--- config.mk ---
export PLATFORM = sky130hd
export DESIGN_NAME = bh1750_i2c_target
export DESIGN_NICKNAME = d
export VERILOG_FILES = /design/src/rtl/bh1750_pkg.sv /design/src/rtl/i2c_bus_sync.sv /design/src/rtl/bh1750_i2c_target.sv
export SDC_FILE = /design/constraint.sdc
export NUM_CORES = 1
export LEC_CHECK = 0
export CORE_MARGIN = 2
export CORE_UTILIZATION = 60
export DETAILED_ROUTE_END_ITERATION = 10
export DONT_BUFFER_PORTS = 1
export GPL_ROUTABILITY_DRIVEN = 0
export PLACE_DENSITY = 0.88
export SETUP_SLACK_MARGIN = 0.15
export SKIP_LAST_GASP = 1
export SLEW_MARGIN = 15
export SYNTH_ARGS = -nofsm -noshare
export SYNTH_HDL_FRONTEND = slang
export SYNTH_SLANG_ARGS = --single-unit
export TNS_END_PERCENT = 5
--- constraint.sdc ---
create_clock -name clk -period 2.7 [get_ports clk]
set_input_delay 0.405 -clock clk [delete_from_list [all_inputs] [get_ports clk]]
set_output_delay 0.405 -clock clk [all_outputs]
set_load 0.01 [all_outputs]
--- src/rtl/bh1750_pkg.sv ---
// Shared constants, state encoding and read-data helper for the BH1750
// ambient-light-sensor I2C target model.
package bh1750_pkg;

    localparam logic [6:0] BH_DEF_ADDR  = 7'h23;

    localparam logic [7:0] OP_PWR_DOWN  = 8'h00;
    localparam logic [7:0] OP_PWR_ON    = 8'h01;
    localparam logic [7:0] OP_RESET     = 8'h07;
    localparam logic [7:0] OP_CONT_H    = 8'h10;
    localparam logic [7:0] OP_CONT_H2   = 8'h11;
    localparam logic [7:0] OP_CONT_L    = 8'h13;
    localparam logic [7:0] OP_ONCE_H    = 8'h20;
    localparam logic [7:0] OP_ONCE_H2   = 8'h21;
    localparam logic [7:0] OP_ONCE_L    = 8'h23;

    typedef enum logic [2:0] {
        IDLE, ADDR, ADDR_ACK, WR_BYTE, WR_ACK, RD_BYTE, RD_ACK, IGNORE
    } state_e;

    function automatic logic is_meas_op(input logic [7:0] op);
        return (op == OP_CONT_H) || (op == OP_CONT_H2) || (op == OP_CONT_L) ||
               (op == OP_ONCE_H) || (op == OP_ONCE_H2) || (op == OP_ONCE_L);
    endfunction

    // Reads beyond the two measurement bytes return all-ones padding.
    function automatic logic [7:0] rd_data(input logic [15:0] shadow, input logic [1:0] idx);
        case (idx)
            2'd0:    return shadow[15:8];
            2'd1:    return shadow[7:0];
            default: return 8'hFF;
        endcase
    endfunction

endpackage

--- src/rtl/i2c_bus_sync.sv ---
// Synchronizes and deglitches SCL/SDA, then derives SCL edge and
// START/STOP condition pulses from the filtered levels.
module i2c_bus_sync #(
    parameter int GLITCH_CYC = 2
) (
    input  logic clk,
    input  logic rst_n,
    input  logic scl_i,
    input  logic sda_i,
    output logic sda_o,
    output logic scl_rise_o,
    output logic scl_fall_o,
    output logic start_o,
    output logic stop_o
);

    localparam int CNT_W = $clog2(GLITCH_CYC + 1);

    // Bit 1 carries SCL, bit 0 carries SDA.
    logic [1:0]       meta_q, sync_q, filt_q, prev_q;
    logic [CNT_W-1:0] cnt_q [2];

    always_ff @(posedge clk) begin
        if (!rst_n) begin
            meta_q <= 2'b11;
            sync_q <= 2'b11;
            filt_q <= 2'b11;
            prev_q <= 2'b11;
            for (int i = 0; i < 2; i++) cnt_q[i] <= '0;
        end else begin
            meta_q <= {scl_i, sda_i};
            sync_q <= meta_q;
            prev_q <= filt_q;
            for (int i = 0; i < 2; i++) begin
                if (sync_q[i] == filt_q[i]) begin
                    cnt_q[i] <= '0;
                end else if (cnt_q[i] == CNT_W'(GLITCH_CYC - 1)) begin
                    filt_q[i] <= sync_q[i];
                    cnt_q[i]  <= '0;
                end else begin
                    cnt_q[i] <= cnt_q[i] + CNT_W'(1);
                end
            end
        end
    end

    assign sda_o      = filt_q[0];
    assign scl_rise_o = filt_q[1] & ~prev_q[1];
    assign scl_fall_o = ~filt_q[1] & prev_q[1];
    assign start_o    = prev_q[0] & ~filt_q[0] & filt_q[1] & prev_q[1];
    assign stop_o     = ~prev_q[0] & filt_q[0] & filt_q[1] & prev_q[1];

endmodule

--- src/rtl/bh1750_i2c_target.sv ---
// BH1750-style I2C target: accepts command bytes, tracks power/mode state
// and returns a snapshot of lux_value on reads.
module bh1750_i2c_target
    import bh1750_pkg::*;
#(
    parameter logic [6:0] I2C_ADDR   = BH_DEF_ADDR,
    parameter int         GLITCH_CYC = 2
) (
    input  logic        clk,
    input  logic        rst_n,
    input  logic        scl_i,
    input  logic        sda_i,
    output logic        sda_oe,
    input  logic [15:0] lux_value,
    output logic [7:0]  cmd_byte,
    output logic        cmd_valid,
    output logic        pwr_on,
    output logic [7:0]  meas_mode,
    output logic        busy
);

    logic sda_f, scl_rise, scl_fall, start_c, stop_c;

    i2c_bus_sync #(.GLITCH_CYC(GLITCH_CYC)) u_sync (
        .clk        (clk),
        .rst_n      (rst_n),
        .scl_i      (scl_i),
        .sda_i      (sda_i),
        .sda_o      (sda_f),
        .scl_rise_o (scl_rise),
        .scl_fall_o (scl_fall),
        .start_o    (start_c),
        .stop_o     (stop_c)
    );

    state_e      state_q;
    logic [2:0]  bit_cnt_q;
    logic [1:0]  byte_idx_q;
    logic [6:0]  shreg_q;
    logic [6:0]  tx_q;
    logic        rw_q, ack_ph_q;
    logic [15:0] shadow_q;
    logic        sda_oe_q, cmd_valid_q, pwr_on_q, busy_q;
    logic [7:0]  cmd_byte_q, meas_mode_q;

    logic [7:0]  rx_byte, nxt_tx;
    assign rx_byte = {shreg_q, sda_f};
    assign nxt_tx  = rd_data(shadow_q, byte_idx_q);

    always_ff @(posedge clk) begin
        if (!rst_n) begin
            state_q     <= IDLE;
            bit_cnt_q   <= '0;
            byte_idx_q  <= '0;
            shreg_q     <= '0;
            tx_q        <= '0;
            rw_q        <= 1'b0;
            ack_ph_q    <= 1'b0;
            shadow_q    <= '0;
            sda_oe_q    <= 1'b0;
            cmd_valid_q <= 1'b0;
            pwr_on_q    <= 1'b0;
            busy_q      <= 1'b0;
            cmd_byte_q  <= '0;
            meas_mode_q <= '0;
        end else begin
            cmd_valid_q <= 1'b0;
            if (stop_c) begin
                state_q  <= IDLE;
                sda_oe_q <= 1'b0;
                busy_q   <= 1'b0;
                ack_ph_q <= 1'b0;
            end else if (start_c) begin
                state_q    <= ADDR;
                bit_cnt_q  <= '0;
                byte_idx_q <= '0;
                sda_oe_q   <= 1'b0;
                ack_ph_q   <= 1'b0;
            end else begin
                case (state_q)
                    ADDR: if (scl_rise) begin
                        shreg_q   <= rx_byte[6:0];
                        bit_cnt_q <= bit_cnt_q + 3'd1;
                        if (bit_cnt_q == 3'd7) begin
                            if (rx_byte[7:1] == I2C_ADDR) begin
                                state_q <= ADDR_ACK;
                                rw_q    <= rx_byte[0];
                                busy_q  <= 1'b1;
                                if (rx_byte[0]) shadow_q <= lux_value;
                            end else begin
                                state_q <= IGNORE;
                            end
                        end
                    end
                    // First SCL fall drives the ACK, second fall ends the ACK slot.
                    ADDR_ACK, WR_ACK: if (scl_fall) begin
                        if (!ack_ph_q) begin
                            sda_oe_q <= 1'b1;
                            ack_ph_q <= 1'b1;
                        end else begin
                            ack_ph_q  <= 1'b0;
                            bit_cnt_q <= '0;
                            if (state_q == ADDR_ACK && rw_q) begin
                                state_q    <= RD_BYTE;
                                tx_q       <= nxt_tx[6:0];
                                sda_oe_q   <= ~nxt_tx[7];
                                byte_idx_q <= 2'd1;
                            end else begin
                                state_q  <= WR_BYTE;
                                sda_oe_q <= 1'b0;
                            end
                        end
                    end
                    WR_BYTE: if (scl_rise) begin
                        shreg_q   <= rx_byte[6:0];
                        bit_cnt_q <= bit_cnt_q + 3'd1;
                        if (bit_cnt_q == 3'd7) begin
                            state_q     <= WR_ACK;
                            cmd_byte_q  <= rx_byte;
                            cmd_valid_q <= 1'b1;
                            if (rx_byte == OP_PWR_DOWN) begin
                                pwr_on_q <= 1'b0;
                            end else if (rx_byte == OP_PWR_ON) begin
                                pwr_on_q <= 1'b1;
                            end else if (rx_byte == OP_RESET) begin
                                if (pwr_on_q) meas_mode_q <= 8'h00;
                            end else if (is_meas_op(rx_byte)) begin
                                meas_mode_q <= rx_byte;
                                pwr_on_q    <= 1'b1;
                            end
                        end
                    end
                    RD_BYTE: begin
                        if (scl_rise) begin
                            bit_cnt_q <= bit_cnt_q + 3'd1;
                            if (bit_cnt_q == 3'd7) state_q <= RD_ACK;
                        end else if (scl_fall) begin
                            sda_oe_q <= ~tx_q[6];
                            tx_q     <= {tx_q[5:0], 1'b1};
                        end
                    end
                    // Release on the fall after bit 7, sample the controller ACK on the rise.
                    RD_ACK: begin
                        if (scl_fall) begin
                            if (ack_ph_q) begin
                                state_q    <= RD_BYTE;
                                ack_ph_q   <= 1'b0;
                                bit_cnt_q  <= '0;
                                tx_q       <= nxt_tx[6:0];
                                sda_oe_q   <= ~nxt_tx[7];
                                byte_idx_q <= (byte_idx_q == 2'd2) ? 2'd2 : byte_idx_q + 2'd1;
                            end else begin
                                sda_oe_q <= 1'b0;
                            end
                        end else if (scl_rise) begin
                            if (sda_f) state_q  <= IGNORE;
                            else       ack_ph_q <= 1'b1;
                        end
                    end
                    IGNORE:  sda_oe_q <= 1'b0;
                    default: sda_oe_q <= 1'b0;
                endcase
            end
        end
    end

    assign sda_oe    = sda_oe_q;
    assign cmd_byte  = cmd_byte_q;
    assign cmd_valid = cmd_valid_q;
    assign pwr_on    = pwr_on_q;
    assign meas_mode = meas_mode_q;
    assign busy      = busy_q;

endmodule

* Word-level counts from Yosys, hierarchy flattened *
Memories as Yosys holds them, arrays and structs flattened.
Index checks and enable logic that the tools add are counted.

storage, ports and cells
  bits in registers = 68
  RAM bits = 4
  input port bits = 20
  word-level logic and storage cells = 241
  memories = 1

operators by class
  add/subtract/negate cells = 4
  eq/ne operators = 58
  mux-type cells = 89
  bitwise operators = 30
  reductions and logical operators = 39

memories
  name          depth  width  rd ports  clocked after Yosys merged registers in  write ports  RTL line            RTL
  u_sync.cnt_q  2      2      2         0                                        2            i2c_bus_sync.sv:21  logic [CNT_W-1:0] cnt_q [2];

operator list
  operator                                                                 count
  3-bit 2-to-1 mux                                                         18
  7-bit 2-to-1 mux                                                         7
  3-bit inequality test, second input constant                             15
  1-bit 2-to-1 mux                                                         41
  2-bit inequality test, second input constant                             14
  2-bit 2-to-1 mux                                                         13
  8-bit by 5-bit equality test with 1-bit output, second input constant    3
  8-bit by 6-bit equality test with 1-bit output, second input constant    3
  8-bit 2-to-1 mux                                                         3
  12-bit AND reduction                                                     2
  7-bit case mux with 3 select lines                                       1
  7-bit AND reduction                                                      3
  5-bit AND reduction                                                      4
  1-bit inverter                                                           16
  8-bit case mux with 2 select lines                                       1
  3-bit case mux with 5 select lines                                       1
  3-bit equality test, second input constant                               4
  3-bit nonzero test                                                       4
  10-bit AND reduction                                                     1
  3-bit by 1-bit inequality test with 1-bit output, second input constant  3
  9-bit AND reduction                                                      1
  3-bit OR reduction                                                       3
  1-bit bitwise AND                                                        8
  8-bit by 1-bit equality test with 1-bit output, second input constant    1
  29 further kinds                                                         50

* Depth between registers and ports, before layout *
  depth in word-level cells = 10
  gate-level depth with buffers = 9
  mapped depth without buffers = 7

* Modules after synthesis *
From an unflattened synthesis, not the netlist that was laid out.

second synthesis, totals
  cell total of the unflattened synthesis = 379
  area, all modules = 3477.1 µm²

modules (own cells, without submodules)
  module             instances  cells each  area an instance (µm²)  seq. area each (µm²)
  bh1750_i2c_target  1          340         3002.9                  1201.2
  i2c_bus_sync       1          39          474.2                   280.3

* Least setup slack after synthesis *
No wires, ideal clock.

  path type = register to register
  from = reg u_sync.filt_q[1]
  to = reg meas_mode_q[0] (netlist: meas_mode[0])
  setup time = 0.071 ns
  arrival time = 2.013 ns
  slack = 0.617 ns
  cell stages (with the launch flop) = 8
  path buffers = 1
  cell sequence = dfxtp_1 ha_1 nand4b_1 a311o_1 a211o_1 buf_6 a311o_1 a21oi_1

between the ends
  longest elaborated chain between the ends = 4
  elaborated cells between the ends (all ways) = 8

ends and longest elaborated chain
  item                                                       RTL line                                RTL
  from (decl)                                                i2c_bus_sync.sv:20                      logic [1:0] meta_q, sync_q, filt_q, prev_q;
  from (signal, indexed assignment)                          i2c_bus_sync.sv:38                      filt_q[i] <= sync_q[i];
  1-bit bitwise AND, on equally long branches (2 in series)  i2c_bus_sync.sv:50, i2c_bus_sync.sv:51
  1-bit inverter (no line)                                   --
  9-bit AND reduction (no line) (*)                          --
  to (signal assigned)                                       bh1750_i2c_target.sv:128                meas_mode_q <= rx_byte;
  to (decl)                                                  bh1750_i2c_target.sv:44                 logic [7:0] cmd_byte_q, meas_mode_q;

Mark *: on every way between the ends. The rest lies on a longest branch, timed or not.
A chain may end at the register's enable or synchronous reset.

* Worst setup path in the final report *
Same ends and word-level chain as after synthesis.

==> impl_metrics.env <==
export IMPL_ctsHoldBuffers=0
export IMPL_worst_ir_drop_vdd_mv=0.571
export IMPL_post_route_period_util=0.874
export IMPL_worst_ep_arrival_time_ns=2.63
export IMPL_max_freq_ghz=0.424
export IMPL_crit_cells=6
export IMPL_cap_viol_max_count=0
export IMPL_finalSetupViolations=0
export IMPL_fillers=400
export IMPL_synth_lib_cells_used_distinct=53
export IMPL_cts_made_buffers=9
export IMPL_r2r_setup_slack_ns=0.34
export IMPL_worst_r2r_endpoint="meas_mode[0]"
export IMPL_share_clk_of_total_power=0.451
export IMPL_setup_worst_path_class="reg2reg"
export IMPL_placement_io_buffers=0
export IMPL_seq_total_area_yosys=0.452
export IMPL_grt_antenna_before_repair=0
export IMPL_final_common_cell="sky130_fd_sc_hd__dfxtp_1"
export IMPL_first_global_vias=2597
export IMPL_worst_setup_sp="u_sync.filt_q[1]"
export IMPL_htreeDepth=3
export IMPL_insertedDiodeCount=0
export IMPL_internal_power_mw=1.67
export IMPL_synth_async_sr_flop_share=0
export IMPL_final_period_minus_worst_setup_slack_ns=2.36
export IMPL_edff_count_synth=4
export IMPL_detail_route_vias_per_cell=6.21
export IMPL_critical_path_s_top_delay_family="compound AO/OA/AOI/OAI gates"
export IMPL_number_of_max_slew_violations_in_the_final_report=0
export IMPL_io_pins=40
export IMPL_area_growth_synth_to_final_pct=7.48
export IMPL_drt_wirelength_per_cell_microns=16.4
export IMPL_nets=392
export IMPL_power_density_cell_area_mw_per_mm2=609
export IMPL_power_frac_seq=0.510
export IMPL_wire_length_of_the_first_global_routing_pass_microns=12000
export IMPL_tritoncts="built"
export IMPL_iteration_0_drc_markers=287
export IMPL_critPathLaunchType="register"
export IMPL_die_area_sq_mm=0.00607
export IMPL_crit_chain="ha_1 > nand4b_1 > a311o_1 > a211o_1 > a311o_1 > a21oi_1"
export IMPL_crit_path_max_fanout=9
export IMPL_globalRouteOverflowTotal=0
export IMPL_std_cell_rows=26
export IMPL_totalNegativeSetupSlack_ns=0
export IMPL_largest_net_degree_at_the_start_of_global_routing=51
export IMPL_worst_setup_hold_path_clk_slew_ns=0.07
export IMPL_clock_sinks=72
export IMPL_clock_latency_ns=0.34
export IMPL_power_switching_mw=0.474
export IMPL_dr_pass1_iters=5
export IMPL_worst_path_most_repeated_cell="sky130_fd_sc_hd__a311o_1"
export IMPL_leakage_nw=1.40
export IMPL_number_of_instances_in_the_synthesized_netlist=373
export IMPL_ys_warn_count=0
export IMPL_ff2ff_path_depth=6
export IMPL_total_global_route_track_usage=0.248
export IMPL_multi_input_combinational_cell_area_sq_mm=0.00164
export IMPL_run_status="completed"
export IMPL_post_dp_hpwl_microns=4750
export IMPL_ys_ff_latch=72
export IMPL_cp_data_required_time_ns=2.97
export IMPL_most_common_layout_cells="68 x sky130_fd_sc_hd__dfxtp_1, 40 x sky130_fd_sc_hd__nor2_1, 31 x sky130_fd_sc_hd__nand2_1, 29 x sky130_fd_sc_hd__o21ai_0, 24 x sky130_fd_sc_hd__nand3_1"
export IMPL_switching_share=0.221
export IMPL_worst_hold_path_type="in2reg"
export IMPL_path_buf_inv=0
export IMPL_setup_repair_after_global_routing_missed_its_margin="no"
export IMPL_fin_hold_ws_ns=0.164
export IMPL_chipHeight_microns=77.9
export IMPL_crit_end="meas_mode[0]"
export IMPL_layout_drive_gt1_share=0.0679
export IMPL_crit_path_end_kind="register"
export IMPL_cts_root_buffer="sky130_fd_sc_hd__clkbuf_8"
export IMPL_maxSlewHeadroom=0.621
export IMPL_routed_wirelength_microns=7160
export IMPL_finalHoldViolCount=0
export IMPL_r2r_path_start="u_sync.filt_q[1]"
export IMPL_critPathMaxStageDelay_ns=0.48
export IMPL_combinationalPowerShare=0.039
export IMPL_cts_setup_buffers=0
export IMPL_timing_critical_path_slowest_stage_cell="sky130_fd_sc_hd__dfxtp_1"
export IMPL_mappedNetlistArea_sq_mm=0.00328
export IMPL_ant_nets=0
export IMPL_cts_repair_resize_count=0
export IMPL_max_slew_worst_pin_slew_ns=0.568
export IMPL_synth_area_per_cell_sq_um=8.79
export IMPL_clock_skew_ns=0.00783
export IMPL_dr_total_vias=2722
export IMPL_die_width_microns=77.9
export IMPL_synth_ff_type="sky130_fd_sc_hd__dfxtp_1"
export IMPL_post_route_drc_count=0
export IMPL_sequential_cell_area_in_the_final_layout_sq_mm=0.00148
export IMPL_cts_buffer_depth=2
export IMPL_initial_cell_density_of_the_core=0.630
export IMPL_core_sq_mm=0.00520
==> power groups by stage <==
stage	Combinational (mW)	Sequential [mW]	Clock (mW)
3_5_place_dp	0.0814	1.12	0
2_1_floorplan	0.0746	1.11	0
5_1_grt	0.0922	1.10	1.02
3_3_place_gp	0.0781	1.12	0
6_report	0.0839	1.09	0.967
4_1_cts	0.0818	1.09	0.977
==> metrics by stage <==
stage / instances / util / instance area (sq um) / worst slack [ns] / total power, mW
2_1_floorplan: 376 / - / 3290 / 0.617 / 1.19
3_3_place_gp: 422 / 0.632 / 3290 / 0.541 / 1.20
3_5_place_dp: 422 / 0.632 / 3290 / 0.428 / 1.20
4_1_cts: 438 / 0.677 / 3520 / 0.375 / 2.15
5_1_grt: 438 / 0.677 / 3520 / 0.229 / 2.20
6_report: 438 / 0.677 / 3520 / 0.340 / 2.15
==> how the worst min path moves through the flow <==
stage	from	to	slack, ns	cells past startpoint
floorplan	u_sync.meta_q[0]	u_sync.sync_q[0]	0.39	1
global placement	u_sync.meta_q[1]	u_sync.sync_q[1]	0.39	1
detailed placement	u_sync.meta_q[1]	u_sync.sync_q[1]	0.40	1
CTS	rst_n	u_sync.sync_q[0]	0.13	1
global route	rst_n	u_sync.sync_q[0]	0.14	1
finish	sda_i	u_sync.meta_q[0]	0.16	1
==> routing by layer <==
metal / vias up / GRT usage / wire length, microns / part of all wire
li1: 1306 / - / - / -
met1: 1275 / 0.312 / 3070 / 0.43
met2: 118 / 0.405 / 3420 / 0.48
met3: 23 / 0.0581 / 503 / 0.070
met4: 0 / 0.112 / 177 / 0.025
met5: - / 0 / 0 / 0
==> synth_stat cells (all sizes together) (4+ instances only) <==
library cell  instances  area [sq um]
dfxtp                68          1360
nor2                 40           150
o21ai                32           160
nand2                31           116
nand3                24           120
mux2i                20           200
a21oi                17          85.1
clkbuf               17          63.8
buf                  12          61.3
inv                  11          41.3
nand2b               11          68.8
ha                    9           113
and3                  7          43.8
a211oi                6          45.0
a221o                 5          50.1
nand4b                5          43.8
o221ai                5          43.8
a22o                  4          35.0
edfxtp                4           120
o211ai                4          30.0
xnor2                 4          35.0
==> registers in the layout, indices dropped and copies added, names as in the netlist <==
| register | count |
|---|---|
| state_q | 3 |
| pwr_on | 1 |
| shadow_q | 16 |
| tx_q | 7 |
| byte_idx_q | 2 |
| shreg_q | 7 |
| ack_ph_q | 1 |
| meas_mode | 8 |
| bit_cnt_q | 3 |
| u_sync.prev_q | 2 |
| rw_q | 1 |
| sda_oe | 1 |
| u_sync.meta_q | 2 |
| busy | 1 |
| cmd_byte | 8 |
| u_sync.cnt_q | 4 |
| u_sync.sync_q | 2 |
| u_sync.filt_q | 2 |
| cmd_valid | 1 |
==> layout make-up <==
class | instances | area share
clock buffers | 13 | 0.0540
clock inverters | 3 | 0.0124
inverters | 11 | 0.0117
multi-input cells | 264 | 0.466
flip-flops and latches | 72 | 0.420
well taps | 70 | 0.0249
repair buffers | 5 | 0.0107
==> cell families after synthesis <==
kind of cell	after synthesis	share of synthesized area
fa+ha+maj	9	0.0344
flops	72	0.452
compound gates	89	0.178
buf+inv	40	0.0508
other cells	1	0.00114
simple gates	136	0.206
xor+xnor	5	0.0134
mux	21	0.0645
Power figures use the tool's default switching activity.
==> RTL edit 1, RTL diff (same flow settings) <==
Make the reset (`rst_n`) asynchronous in 2 clocked blocks.
--- a/src/rtl/i2c_bus_sync.sv
+++ b/src/rtl/i2c_bus_sync.sv
@@ -20,7 +20,7 @@
     logic [1:0]       meta_q, sync_q, filt_q, prev_q;
     logic [CNT_W-1:0] cnt_q [2];
 
-    always_ff @(posedge clk) begin
+    always_ff @(posedge clk or negedge rst_n) begin
         if (!rst_n) begin
             meta_q <= 2'b11;
             sync_q <= 2'b11;
--- a/src/rtl/bh1750_i2c_target.sv
+++ b/src/rtl/bh1750_i2c_target.sv
@@ -47,7 +47,7 @@
     assign rx_byte = {shreg_q, sda_f};
     assign nxt_tx  = rd_data(shadow_q, byte_idx_q);
 
-    always_ff @(posedge clk) begin
+    always_ff @(posedge clk or negedge rst_n) begin
         if (!rst_n) begin
             state_q     <= IDLE;
             bit_cnt_q   <= '0;
Check against the original RTL: no difference found for any inputs over 4 cycles, from zero or initial values and one cycle with rst_n low; that may be too few to reach the edited logic, so the function may still have changed.
==> RTL edit 1 against the original RTL <==
Utilization grew 0.98 points; worst setup slack gained 71 ps; sequential share of layout area increased by 5.6 points; cell area rose by 8.0%; sequential cell count did not move; worst hold slack got worse by 120 ps; first-iteration DRC count grew 0.35%; maximum frequency rose by 3.1%; routed wire length fell by 3.8%; area after synthesis increased by 6.0%; clock skew down 2.6 ps; highest routed layer unchanged.
Power is not compared: it rests on default switching activity, and its combinational part moved more than twofold at a synthesized area within 25%.
==> RTL edit 1: results (changes against the original RTL) <==
<table>
<tr><th>Metric</th><th>Value</th></tr>
<tr><th colspan="2">Cells and area</th></tr>
<tr><td>Total of clock buffers placed in the layout</td><td>10 (-3)</td></tr>
<tr><td>Fill cell instance count of the final layout</td><td>391 (-2.3%)</td></tr>
<tr><td>Post-layout nets</td><td>321 (-18%)</td></tr>
<tr><td>Area of all sequential standard cells</td><td>1812 um2 (+22%)</td></tr>
<tr><td>Share of the final layout cell area in multi-input gates</td><td>40.58% (-6.0 points)</td></tr>
<tr><td>Multi-input combinational cell count</td><td>192 (-27%)</td></tr>
<tr><td>Non-Clock Buffer Count</td><td>7 (+2)</td></tr>
<tr><td>Clock tree cell share of total cell area</td><td>6.379% (-0.26 points)</td></tr>
<tr><th colspan="2">Placement</th></tr>
<tr><td>HPWL reported at the end of detailed placement</td><td>4519 um (-4.9%)</td></tr>
<tr><td>Total placed cells including tap cells</td><td>352 (-17%)</td></tr>
<tr><th colspan="2">Run status</th></tr>
<tr><td>Outcome</td><td>finished, final reports clean</td></tr>
<tr><th colspan="2">Detailed routing</th></tr>
<tr><td>Per-cell via count in the routed design</td><td>6.235 (+0.33%)</td></tr>
<tr><td>TritonRoute pass-1 iters</td><td>4 (-1)</td></tr>
<tr><td>Routed wire length</td><td>6892 um (-3.8%)</td></tr>
<tr><th colspan="2">Clocking</th></tr>
<tr><td>Hold buffers post-CTS</td><td>2 (+2)</td></tr>
<tr><th colspan="2">Worst setup path</th></tr>
<tr><td>Worst path top cell family by delay</td><td>simple AND/OR/NAND/NOR gates</td></tr>
<tr><td>Delay of the slowest critical-path stage</td><td>580 ps (+100 ps)</td></tr>
<tr><td>Cell with the biggest individual delay on the critical path</td><td>dfstp_2</td></tr>
<tr><th colspan="2">Logic synthesis</th></tr>
<tr><td>Number of distinct library cells after synthesis</td><td>56 (+5.7%)</td></tr>
<tr><td>Top cells by count, synth</td><td>64 x dfrtp_1, 32 x mux2_2, 16 x nor2_1, 16 x o21ai_0, 14 x nand2_1</td></tr>
<tr><td>Top flip-flop cell by instance count after synthesis</td><td>dfrtp_1</td></tr>
<tr><th colspan="2">STA</th></tr>
<tr><td>Clock tree skew after final layout</td><td>5.240 ps (-2.592 ps)</td></tr>
<tr><td>Transition time of the tightest slew-check pin</td><td>577.5 ps (+9.446 ps)</td></tr>
<tr><th colspan="2">Global routing</th></tr>
<tr><td>Global routing usage summed across all routing layers</td><td>23.79% (-1.0 points)</td></tr>
<tr><td>Vias in the first global route</td><td>2,352 (-9.4%)</td></tr>
</table>
-- RTL edit 1: cell count changes after synthesis, sizes merged, moves of 16 or more --
| cell | change |
|---|---|
| nand2 | -16 |
| nor2 | -24 |
| nand3 | -20 |
| mux2 | +40 |
| mux2i | -19 |
| dfrtp | +64 |
| dfxtp | -68 |
-- RTL edit 1: logic make-up (layout without fill, tap and decap cells) --
logic type,count (synthesis),in the layout,share of synthesized area (%)
mux,42,42,14.55
buf+inv,24,34,3.386
simple gates,76,76,12.61
flops,72,72,52.16
compound gates,62,62,13.40
xor+xnor,4,4,1.009
fa+ha+maj,8,8,2.882
-- RTL edit 1: final timing paths --
| check | start | to | slack [ps] | depth (start not counted) |
|---|---|---|---|---|
| min in group asynchronous | rst_n | bit_cnt_q[0] | 590 | 2 |
| worst max register to register | u_sync.prev_q[1] | shadow_q[5] | 410 | 7 |
| max in group asynchronous | rst_n | u_sync.prev_q[1] | 1790 | 2 |
| worst max-delay path | u_sync.prev_q[1] | shadow_q[5] | 410 | 7 |
| worst min-delay path | scl_i | u_sync.meta_q[1] | 40 | 0 |
| worst min register to register | u_sync.meta_q[0] | u_sync.sync_q[0] | 360 | 0 |
-- RTL edit 1: through the flow --
step | instance area (um2) | utilization [%] | total power, mW | setup slack (ps)
after global placement | 3525 | 63.62 | 2.917 | 524.7
after floorplan | 3473 | - | 2.673 | 600.6
after global routing | 3805 | 68.68 | 4.336 | 292.3
final | 3805 | 68.68 | 4.061 | 411.0
after detailed placement | 3525 | 63.62 | 2.974 | 410.5
after CTS | 3805 | 68.68 | 4.065 | 391.4
-- RTL edit 1: per-layer routing --
metal	vias up	part of all wire, %	global-route usage, %
li1	1071	-	-
met1	1141	42	29.87
met2	82	49	38.25
met3	13	6.3	7.865
met4	0	2.0	9.153
met5	-	0	0
==> RTL edit 2, RTL diff (same settings) <==
Made on the original files. `GLITCH_CYC` is set to 2 in 2 places; all go to 4.
--- a/src/rtl/i2c_bus_sync.sv
+++ b/src/rtl/i2c_bus_sync.sv
@@ -1,7 +1,7 @@
 // Synchronizes and deglitches SCL/SDA, then derives SCL edge and
 // START/STOP condition pulses from the filtered levels.
 module i2c_bus_sync #(
-    parameter int GLITCH_CYC = 2
+    parameter int GLITCH_CYC = 4
 ) (
     input  logic clk,
     input  logic rst_n,
--- a/src/rtl/bh1750_i2c_target.sv
+++ b/src/rtl/bh1750_i2c_target.sv
@@ -4,7 +4,7 @@
     import bh1750_pkg::*;
 #(
     parameter logic [6:0] I2C_ADDR   = BH_DEF_ADDR,
-    parameter int         GLITCH_CYC = 2
+    parameter int         GLITCH_CYC = 4
 ) (
     input  logic        clk,
     input  logic        rst_n,
Formal check against the unedited RTL: no difference found for any inputs over 4 cycles, from zero or initial values and one cycle with rst_n low; that may be too few to reach the edited logic, so the function may still have changed.
==> RTL edit 2 against the original RTL <==
Routed wire length down 4.4%; critical path depth unchanged; total power down 2.8%; area after synthesis up 3.9%; maximum frequency down 2.2%; worst setup slack worse by 52 ps; die area up 3.7%; cell area up 4.1%; via count down 1.3%; sequential cell count up 2; critical path type unchanged.
==> RTL edit 2: results (changes against the original RTL) <==
<table>
<tr><th>Metric</th><th>Value</th></tr>
<tr><th colspan="2">Hold path</th></tr>
<tr><td>Beginning of the worst hold path</td><td>rst_n</td></tr>
<tr><td>Worst Hold Endpoint</td><td>u_sync.prev_q[0]</td></tr>
<tr><th colspan="2">Worst setup path</th></tr>
<tr><td>Highest fanout seen on the critical path</td><td>21 (+12)</td></tr>
<tr><td>Worst path top cell family by delay</td><td>simple AND/OR/NAND/NOR gates</td></tr>
<tr><td>Delay of the slowest critical-path stage</td><td>740 ps (+260 ps)</td></tr>
<tr><td>Flop2flop setup slack</td><td>290 ps (-50 ps)</td></tr>
<tr><td>Worst EP arrival</td><td>2640 ps (about the same)</td></tr>
<tr><th colspan="2">Power and ir drop</th></tr>
<tr><td>Clk. pwr</td><td>0.908 mW (-6.1%)</td></tr>
<tr><td>Leakage power summed over all cells</td><td>1.397 nW (-0.28%)</td></tr>
<tr><td>Max VDD drop</td><td>0.5741 mV (+0.56%)</td></tr>
<tr><th colspan="2">Cells and area</th></tr>
<tr><td>Area taken by multi-input logic gates</td><td>1719 um2 (+4.7%)</td></tr>
<tr><td>Count of inverters not on the clock network in the layout</td><td>13 (+2)</td></tr>
<tr><td>Final Cell Area</td><td>3669 um2 (+4.1%)</td></tr>
<tr><td>Share of layout cells above drive strength 1</td><td>7.487% (+0.69 points)</td></tr>
<tr><td>Buffering overhead</td><td>1.637% (+0.57 points)</td></tr>
<tr><td>Total of clock buffers placed in the layout</td><td>10 (-3)</td></tr>
<tr><td>Post-layout nets</td><td>399 (+1.8%)</td></tr>
<tr><th colspan="2">Run status</th></tr>
<tr><td>Outcome</td><td>finished, final reports clean</td></tr>
<tr><th colspan="2">Global routing</th></tr>
<tr><td>Maximum number of pins on one net before global-route repair</td><td>32 (-37%)</td></tr>
<tr><td>Global routing usage summed across all routing layers</td><td>23.65% (-1.2 points)</td></tr>
<tr><td>Vias in the first global route</td><td>2,522 (-2.9%)</td></tr>
<tr><td>Global-route wire length before repair</td><td>11,620 um (-3.1%)</td></tr>
<tr><th colspan="2">STA</th></tr>
<tr><td>Clock tree skew after final layout</td><td>7.548 ps (-0.2837 ps)</td></tr>
<tr><td>Max-slew headroom at the worst pin</td><td>52.31% (-9.8 points)</td></tr>
<tr><th colspan="2">Die</th></tr>
<tr><td>Tapcell Cnt</td><td>72 (+2.9%)</td></tr>
<tr><th colspan="2">Detailed routing</th></tr>
<tr><td>Routed wire length</td><td>6851 um (-4.4%)</td></tr>
<tr><td>Number of vias after detailed routing</td><td>2,686 (-1.3%)</td></tr>
<tr><th colspan="2">Placement</th></tr>
<tr><td>Post-Place Cell Area</td><td>3460 um2 (+5.2%)</td></tr>
<tr><th colspan="2">Logic synthesis</th></tr>
<tr><td>Sequential share of the synthesized area</td><td>45.28% (+0.087 points)</td></tr>
<tr><td>Top cells by count, synth</td><td>68 x dfxtp_1, 57 x nor2_1, 40 x mux2i_1</td></tr>
<tr><td>Number of flops mapped to enable cells by yosys</td><td>6 (+2)</td></tr>
</table>
## RTL edit 2: logic make-up after synthesis
group / count (synthesis) / synth area share (%)
AOI/OAI and AO/OA: 60 / 12.42
other: 1 / 0.1101
adders and majority gates: 10 / 3.675
and+or+nand+nor: 144 / 21.21
muxes: 40 / 11.76
buffers and inverters: 35 / 4.777
DFF: 74 / 45.28
xor gates and xnor gates: 3 / 0.7719
## RTL edit 2: routing by layer
layer	vias to the layer above	GRT usage (%)	share of wire, %
met2	108	37.54	46
li1	1295	-	-
met5	-	0	0
met3	21	7.500	7.5
met1	1262	29.18	44
met4	0	11.21	2.6
## RTL edit 2: per-stage QoR
stage	worst slack, ps	cells	hold WS, ps
3_5_place_dp	391.7	430	401.1
2_1_floorplan	827.8	372	386.3
5_1_grt	166.7	446	116.5
6_report	287.9	446	140.1
4_1_cts	353.6	446	118.9
3_3_place_gp	492.9	430	395.8
